**src/rtl/memory_access_pkg.sv**
```systemverilog
// Shared definitions for the MEM pipeline stage: FSM encoding and MEM/WB bundle layout.
package memory_access_pkg;

    typedef enum logic {
        MEM_IDLE = 1'b0,
        MEM_WAIT = 1'b1
    } memState_e;

    localparam int REG_ADDR_W   = 5;
    localparam int MEMWB_CTRL_W = 2;

    // Bundle layout, MSB first: mem_to_reg, reg_wr_en, reg_wr_addr, alu_result, read_data.
    function automatic int memWbWidth(input int dataWidth);
        return MEMWB_CTRL_W + REG_ADDR_W + 2 * dataWidth;
    endfunction

endpackage

```
**src/rtl/memory_access_mem_wb_reg.sv**
```systemverilog
// MEM/WB pipeline register bank; a bubble clears the two control bits and holds the rest.
module memory_access_mem_wb_reg
    import memory_access_pkg::*;
#(
    parameter int WIDTH = memWbWidth(32)
) (
    input  logic             clk,
    input  logic             reset,
    input  logic             bubble_i,
    input  logic [WIDTH-1:0] d_i,
    output logic [WIDTH-1:0] q_o
);

    logic [WIDTH-1:0] bank_q;

    always_ff @(posedge clk) begin
        if (!reset) begin
            bank_q <= '0;
        end else if (bubble_i) begin
            bank_q[WIDTH-1 -: MEMWB_CTRL_W] <= '0;
        end else begin
            bank_q <= d_i;
        end
    end

    assign q_o = bank_q;

endmodule

```
**src/rtl/memory_access.sv**
```systemverilog
// Pipeline MEM stage: req/ack data-memory master, stall generation, forwarding and MEM/WB register.
// Define MEM_TIMEOUT_EN to bound the WAIT state and report a bus error after TIMEOUT_CYCLES.
module memory_access
    import memory_access_pkg::*;
#(
    parameter int TIMEOUT_CYCLES = 16,
    parameter int DATA_WIDTH     = 32
) (
    input  logic                  clk,
    input  logic                  reset,
    input  logic                  ex_mem_mem_to_reg_wr,
    input  logic                  ex_mem_mem_wr_en,
    input  logic                  ex_mem_reg_wr_en,
    input  logic [REG_ADDR_W-1:0] ex_mem_reg_wr_addr,
    input  logic [DATA_WIDTH-1:0] ex_mem_alu_result,
    input  logic [DATA_WIDTH-1:0] ex_mem_mem_wr_data,
    input  logic [DATA_WIDTH-1:0] dmem_rdata,
    input  logic                  dmem_ack,
    output logic                  dmem_req,
    output logic                  dmem_we,
    output logic [DATA_WIDTH-1:0] dmem_addr,
    output logic [DATA_WIDTH-1:0] dmem_wdata,
    output logic                  mem_stall,
    output logic                  mem_fwd_reg_wr_en,
    output logic [REG_ADDR_W-1:0] mem_fwd_reg_wr_addr,
    output logic [DATA_WIDTH-1:0] mem_fwd_data,
    output logic                  mem_wb_mem_to_reg_wr,
    output logic                  mem_wb_reg_wr_en,
    output logic [REG_ADDR_W-1:0] mem_wb_reg_wr_addr,
    output logic [DATA_WIDTH-1:0] mem_wb_alu_result,
    output logic [DATA_WIDTH-1:0] mem_wb_read_data,
    output logic                  mem_bus_err
);

    localparam int MEMWB_W = memWbWidth(DATA_WIDTH);

    memState_e             state_q, state_d;
    logic                  access;
    logic                  timeoutHit;
    logic                  bubble;
    logic [DATA_WIDTH-1:0] readData;
    logic [MEMWB_W-1:0]    memWb_d, memWb_q;

    assign access     = ex_mem_mem_wr_en | ex_mem_mem_to_reg_wr;
    assign dmem_addr  = ex_mem_alu_result;
    assign dmem_wdata = ex_mem_mem_wr_data;
    assign dmem_we    = ex_mem_mem_wr_en;

    assign mem_fwd_reg_wr_en   = ex_mem_reg_wr_en;
    assign mem_fwd_reg_wr_addr = ex_mem_reg_wr_addr;
    assign mem_fwd_data        = ex_mem_alu_result;

    always_ff @(posedge clk) begin
        if (!reset) begin
            state_q <= MEM_IDLE;
        end else begin
            state_q <= state_d;
        end
    end

    // Request/stall are gated by reset so an abandoned access drops off the bus immediately.
    always_comb begin
        state_d   = state_q;
        dmem_req  = 1'b0;
        mem_stall = 1'b0;
        if (reset) begin
            if (state_q == MEM_IDLE) begin
                if (access) begin
                    dmem_req = 1'b1;
                    if (!dmem_ack) begin
                        mem_stall = 1'b1;
                        state_d   = MEM_WAIT;
                    end
                end
            end else begin
                dmem_req = 1'b1;
                if (dmem_ack || timeoutHit) begin
                    state_d = MEM_IDLE;
                end else begin
                    mem_stall = 1'b1;
                end
            end
        end
    end

`ifdef MEM_TIMEOUT_EN
    localparam int CNT_W = (TIMEOUT_CYCLES > 1) ? $clog2(TIMEOUT_CYCLES) : 1;

    logic [CNT_W-1:0] waitCnt_q, waitCnt_d;
    logic             busErr_q;

    assign timeoutHit = (state_q == MEM_WAIT) && !dmem_ack &&
                        (waitCnt_q == CNT_W'(TIMEOUT_CYCLES - 1));

    always_comb begin
        waitCnt_d = '0;
        if (state_q == MEM_WAIT && !dmem_ack) begin
            waitCnt_d = waitCnt_q + 1'b1;
        end
    end

    always_ff @(posedge clk) begin
        if (!reset) begin
            waitCnt_q <= '0;
            busErr_q  <= 1'b0;
        end else begin
            waitCnt_q <= waitCnt_d;
            busErr_q  <= timeoutHit;
        end
    end

    assign mem_bus_err = busErr_q;
`else
    assign timeoutHit  = 1'b0;
    assign mem_bus_err = 1'b0;
`endif

    // A timed-out access releases the stall but must not write back.
    assign bubble   = mem_stall | timeoutHit;
    assign readData = (dmem_req && dmem_ack) ? dmem_rdata : '0;
    assign memWb_d  = {ex_mem_mem_to_reg_wr, ex_mem_reg_wr_en, ex_mem_reg_wr_addr,
                       ex_mem_alu_result, readData};

    memory_access_mem_wb_reg #(
        .WIDTH (MEMWB_W)
    ) u_mem_wb_reg (
        .clk      (clk),
        .reset    (reset),
        .bubble_i (bubble),
        .d_i      (memWb_d),
        .q_o      (memWb_q)
    );

    assign {mem_wb_mem_to_reg_wr, mem_wb_reg_wr_en, mem_wb_reg_wr_addr,
            mem_wb_alu_result, mem_wb_read_data} = memWb_q;

endmodule

```
**config.mk**
```make
export PLATFORM = sky130hd
export DESIGN_NAME = memory_access
export DESIGN_NICKNAME = d
export VERILOG_FILES = /design/src/rtl/memory_access_pkg.sv /design/src/rtl/memory_access_mem_wb_reg.sv /design/src/rtl/memory_access.sv
export SDC_FILE = /design/constraint.sdc
export NUM_CORES = 1
export LEC_CHECK = 0
export CAP_MARGIN = 20
export CORE_AREA = 2 2 110 112
export DETAILED_ROUTE_END_ITERATION = 16
export DIE_AREA = 0 0 112 114
export PLACE_DENSITY = 0.75
export SLEW_MARGIN = 20
export SYNTH_ARGS = -nofsm -noshare
export SYNTH_HDL_FRONTEND = slang
export SYNTH_SLANG_ARGS = --single-unit
```
**constraint.sdc**
```tcl
create_clock -name clk -period 1.1 [get_ports clk]
set_input_delay 0.22 -clock clk [delete_from_list [all_inputs] [get_ports clk]]
set_output_delay 0.22 -clock clk [all_outputs]
set_load 0.01 [all_outputs]
```
==> impl_metrics.toml, run 1 <==
[outcome]
status = "complete, but fails checks"
violations = "negative setup slack"

[route]
wl_mm = 9.22
first_pass_iters = 4
route.vias.total = 2565
drcViolationCount = 0
vias_per_cell = 4.23
postRouteAntennaNets = 0
dr.first_iter.drc_count = 43
wl_per_cell_um = 15.2

[setup_path]
r2r-start = "state_q"
critPathLaunch = "state_q"
critPathLaunchType = "register"
cp_data_required_time_ns = 1.31
criticalPathCategory = "reg2reg"
worstPathMaxFanout = 10
cp-end-kind = "register"
regToRegSetupSlack_ns = -0.29
cp.arrival_ns = 1.61
reg2reg_to = "u_mem_wb_reg.q_o[42]"
reg2regPathDepth = 7

[clock_tree]
cts_root_buf = "clkbuf_16"
cts_buffer_depth = 2
cts_max_level = 3
cts.clk_slew.worst_paths_ns = 0.06
cts_tree = "done"
clk_latency_ns = 0.33
numClockSinks = 72
cts_inserted_buffers = 9

[synth]
syn_area_um2 = 3180
syn_nets = 408
synth_seq_cells = 72
syn_inst = 301
avgSynthCellArea_um2 = 10.6
yosysUniqueCellTypes = 16
yosysSeqAreaShare = 0.453
yosys_warnings = 0

[die]
fp-row-count = 40
start_util = 0.272
fp.dieW_um = 112
dieArea_um2 = 12800
die_h_um = 114
io_pins = 284
coreArea_um2 = 11700

[sta]
rsz0062_at_grt = "yes"
maxSlewViolCount = 0
fmax_mhz = 717
min_period_ns = 1.39
fin_setup_tns_ns = -10.76
setup_slack_ns = -0.295
setup_viol = 41
fin_skew_ns = 0.00740
final-hold-violation-count = 0
period_share = 1.27

[global_route]
gr-usage-met3 = 0.0553
busiest_layer = "met2"
grt_pass1_vias = 2552
met2_usage = 0.235
use_met1 = 0.143
overflow = 0
gr-usage-all-layers = 0.133
grt_max_degree = 34
antenna_found_initial = 0
grt_pass1_wl_mm = 13.3

[flow_run]
max_cap_viol_count = 0

[placement]
io_buffers = 218
hpwl_mm = 6.38
detailed_place.area_um2 = 4890
routabilityCongestion = 0.708

[power]
vdd_drop_max_v = 0.00104
leakagePower_nw = 2.56
powerDensity_nw_per_um2 = 1440

[cells_and_area]
finalNetCount = 561
drive_above_1_share = 0.436
fin_area_um2 = 4890
syn2layout_area_growth_pct = 53.8
antennaDiodeCount = 0

[worst_hold_path]
holdPathStages = 2
hold_path_class = "in2reg"
holdPathEnd = "u_mem_wb_reg.q_o[50]"
hold_start = "ex_mem_alu_result[18]"
==> cells by family after synthesis <==
group           synth area share
buf+inv                    0.288
flops                      0.453
compound gates             0.104
simple gates              0.0527
mux                        0.101
other cells              0.00118
==> Yosys cell counts <==
| library cell | n | area, µm² |
|---|---|---|
| buf_4 | 104 | 781 |
| dfxtp_1 | 72 | 1440 |
| a22o_1 | 37 | 324 |
| mux2i_1 | 32 | 320 |
| nor2_1 | 32 | 120 |
| buf_2 | 9 | 45.0 |
| buf_6 | 5 | 56.3 |
| buf_8 | 2 | 30.0 |
| and2_1 | 1 | 6.26 |
| and3_1 | 1 | 6.26 |
| conb_1 | 1 | 3.75 |
| inv_2 | 1 | 3.75 |
| nand2b_1 | 1 | 6.26 |
| nor3_4 | 1 | 16.3 |
| nor3b_2 | 1 | 12.5 |
| o21a_1 | 1 | 7.51 |
==> repair_timing <==
action                                  in CTS  in global routing
resized for setup                          556                 23
cloned                                       2                  7
endpoints found under the setup margin     215                 96
hold buffers                                 0                  0
pin swaps                                    2                 27
buffers inserted                             2                  3
==> worst max-delay path, cell delays in order (launching register included) <==
cell     delay, ns
dfxtp_2       0.32
nor3_4        0.13
buf_6         0.13
nor3b_4       0.04
buf_4         0.14
buf_12        0.14
buf_12        0.14
a22o_1        0.23
==> layout make-up <==
| class | count | area (µm²) |
|---|---|---|
| clock buffer | 11 | 243 |
| clock inverter | 5 | 56.3 |
| fill | 1202 | 6820 |
| inverter | 1 | 3.75 |
| multi-input combinational | 108 | 847 |
| sequential | 72 | 1450 |
| tap | 147 | 184 |
| timing repair buffer | 262 | 2110 |
==> power breakdown <==
group	leakage (nW)	internal [mW]	switching, mW	total, mW
Clock	0.145	1.81	1.05	2.87
Combinational	1.82	0.742	0.579	1.32
Sequential	0.596	2.77	0.0759	2.85
==> per-stage QoR <==
stage	instances	utilization	setup WS, ns	hold WS [ns]	total power [mW]
4_1_cts	596	0.399	-0.356	0.300	7.06
3_3_place_gp	576	0.417	-0.749	0.440	4.35
5_1_grt	606	0.418	-0.358	0.167	7.37
2_1_floorplan	301	-	0.00823	0.342	3.68
6_report	606	0.418	-0.295	0.171	7.04
3_5_place_dp	576	0.417	-0.759	0.440	4.38
==> how the worst max path moves through the flow <==
stage | end | slack, ns | depth (start not counted)
final | u_mem_wb_reg.q_o[42] | -0.29 | 7
after global routing | u_mem_wb_reg.q_o[58] | -0.36 | 7
after CTS | mem_stall | -0.36 | 4
after detailed placement | dmem_req | -0.76 | 5
after global placement | dmem_req | -0.75 | 5
after floorplan | u_mem_wb_reg.q_o[32] | 0.008 | 5
==> registers in the layout, indices dropped and copies added (netlist names) <==
name / count
u_mem_wb_reg.q_o: 71
state_q: 1
==> cells in the final DEF, fill, tap and decap left out <==
cell type,n
a22o_1,37
and2_4,1
and3_1,1
buf_12,5
buf_16,2
buf_2,121
buf_4,28
buf_6,5
buf_8,2
bufinv_16,1
clkbuf_1,1
clkbuf_16,13
clkbuf_8,1
clkdlybuf4s15_2,7
clkdlybuf4s50_1,44
clkinv_2,2
clkinv_4,1
clkinvlp_4,1
conb_1,1
dfxtp_1,67
dfxtp_2,5
dlygate4sd2_1,31
dlymetal6s2s_1,13
inv_2,1
mux2i_1,32
nand2b_4,1
nor2_1,32
nor3_4,1
nor3b_4,1
o21a_4,1
==> layer usage <==
layer  vias to the layer above  part of all wire
met5                         -                 0
met4                         0             0.015
met3                        12             0.082
met2                       137              0.51
met1                      1206              0.39
li1                       1210                 -
Power figures use the tool's default switching activity.
==> run 2, diff against run 1 <==
- HOLD_SLACK_MARGIN: not set -> 0.05
- TNS_END_PERCENT: not set -> 20
==> run 2 against run 1 <==
- the run still ends with negative setup slack left
- critical path depth fell by 3
- routed wire length fell by 7.2%
- flip-flop and latch count did not move
- cell count fell by 1.7%
- first-iteration DRC count rose by 7.0%
- register-to-register slack improved by 0.06 ns
- design area fell by 4.2%
- clock-buffer cell count did not move
==> impl_metrics.toml, run 2 (same netlist as run 1, synthesis figures left out) <==
[sta]
setup_slack_ns = -0.291
whs_ns = 0.176
rsz0062_at_grt = "yes"
min_period_ns = 1.39
fmax_mhz = 719
setup_viol = 41
period_share = 1.26
maxSlewViolCount = 0
final-hold-violation-count = 0
fin_skew_ns = 0.00724

[cells_and_area]
final_cell_mix = "buf_2, dfxtp_1, clkdlybuf4s50_1"
fillers = 1214
largest_register_ff_count = 71
fin_area_um2 = 4690
drive_above_1_share = 0.419
final_common_cell = "buf_2"
syn2layout_area_growth_pct = 47.4
finalNetCount = 551
antennaDiodeCount = 0
instances_no_fill = 596

[die]
dieArea_um2 = 12800
die_h_um = 114
fp-row-count = 40
coreArea_um2 = 11700
io_pins = 284
fp.dieW_um = 112
start_util = 0.272

[outcome]
violations = "negative setup slack"
status = "complete, but fails checks"

[global_route]
antenna_found_initial = 0
grt_pass1_wl_mm = 12.8
busiest_layer = "met2"
grt_max_degree = 39
overflow = 0
grt_pass1_vias = 2500
gr-usage-met3 = 0.0553
met2_usage = 0.219
use_met1 = 0.135
gr-usage-all-layers = 0.125

[setup_path]
cp_top_family = "flip-flops"
cp_slowest_stage_delay_ns = 0.33
cp_data_required_time_ns = 0.88
critPathLaunch = "state_q"
cp-end-kind = "primary output"
cp.arrival_ns = 1.17
criticalPathCategory = "reg2out"
reg2regPathDepth = 6
cp_num_buf_inv = 2
path_cells = "nor3_4 > buf_6 > nor3b_4 > buf_2"
critPathLaunchType = "register"
reg2reg_to = "u_mem_wb_reg.q_o[63]"
r2r-start = "state_q"
regToRegSetupSlack_ns = -0.23
worstPathMaxFanout = 2
cp_slowest_cell = "dfxtp_2"

[power]
powerDensity_nw_per_um2 = 1470
power.total_mw = 6.91
leakagePower_nw = 2.45
vdd_drop_max_v = 0.00104

[route]
vias_per_cell = 4.17
wl_mm = 8.56
wl_per_cell_um = 14.4
route.vias.total = 2484
drcViolationCount = 0
postRouteAntennaNets = 0
first_pass_iters = 4
dr.first_iter.drc_count = 46

[clock_tree]
cts_tree = "done"
cts_buffer_depth = 2
numClockSinks = 72
clk_latency_ns = 0.33
cts_max_level = 3
cts_inserted_buffers = 9
cts.clk_slew.worst_paths_ns = 0.06
cts_root_buf = "clkbuf_16"

[placement]
hpwl_mm = 6.38
io_buffers = 218
detailed_place.area_um2 = 4890
routabilityCongestion = 0.708
place_inst = 576

[flow_run]
max_cap_viol_count = 0

[worst_hold_path]
hold_start = "ex_mem_alu_result[18]"
holdPathEnd = "u_mem_wb_reg.q_o[50]"
holdPathStages = 2
hold_path_class = "in2reg"
-- run 2: cell types whose count changed in the layout (fill, tap and decap cells not counted), sizes merged --
cell           delta
clkdlybuf4s50     +1
dlymetal6s2s      -1
buf               -8
clkbuf            -2
-- run 2: layout make-up --
class / count / area, µm² / share of cell area
tap: 147 / 184 / 0.0392
sequential: 72 / 1450 / 0.309
multi-input combinational: 108 / 837 / 0.179
timing repair buffer: 252 / 1920 / 0.409
inverter: 1 / 3.75 / 0.000801
clock inverter: 5 / 56.3 / 0.0120
clock buffer: 11 / 243 / 0.0518
-- run 2: worst max path at each step --
stage               cells past startpoint              endpoint
floorplan                               5  u_mem_wb_reg.q_o[32]
global route                            4             mem_stall
global placement                        5              dmem_req
detailed placement                      5              dmem_req
CTS                                     4             mem_stall
finish                                  4             mem_stall
-- run 2: repair_timing --
item,4_1_cts,5_1_grt
hold buffers,0,0
gates cloned,0,2
pin swaps,2,4
setup buffers,1,1
setup endpoints to repair,215,96
gates resized for setup,550,16
-- run 2: worst register-to-register path: cells and delay by family, from the launching register on --
| kind | cells | cell delay [ns] |
|---|---|---|
| buf+inv | 3 | 0.49 |
| flops | 1 | 0.32 |
| compound gates | 1 | 0.24 |
| simple gates | 2 | 0.17 |
-- run 2: per-layer routing --
metal / share of wire / vias up
li1: - / 1191
met1: 0.39 / 1144
met2: 0.51 / 137
met3: 0.090 / 12
met4: 0.016 / 0
met5: 0 / -
-- run 2: power by group --
part	leakage (nW)	internal [mW]	total, mW	switching, mW
registers	0.596	2.77	2.85	0.0746
clock network	0.145	1.81	2.85	1.04
logic	1.71	0.667	1.21	0.545
-- run 2: stage by stage --
step	TNS [ns]	worst slack (ns)	util
floorplan	0	0.00823	-
global placement	-71.42	-0.749	0.417
detailed placement	-74.08	-0.759	0.417
CTS	-12.48	-0.367	0.392
global route	-10.66	-0.360	0.400
finish	-7.89	-0.291	0.400
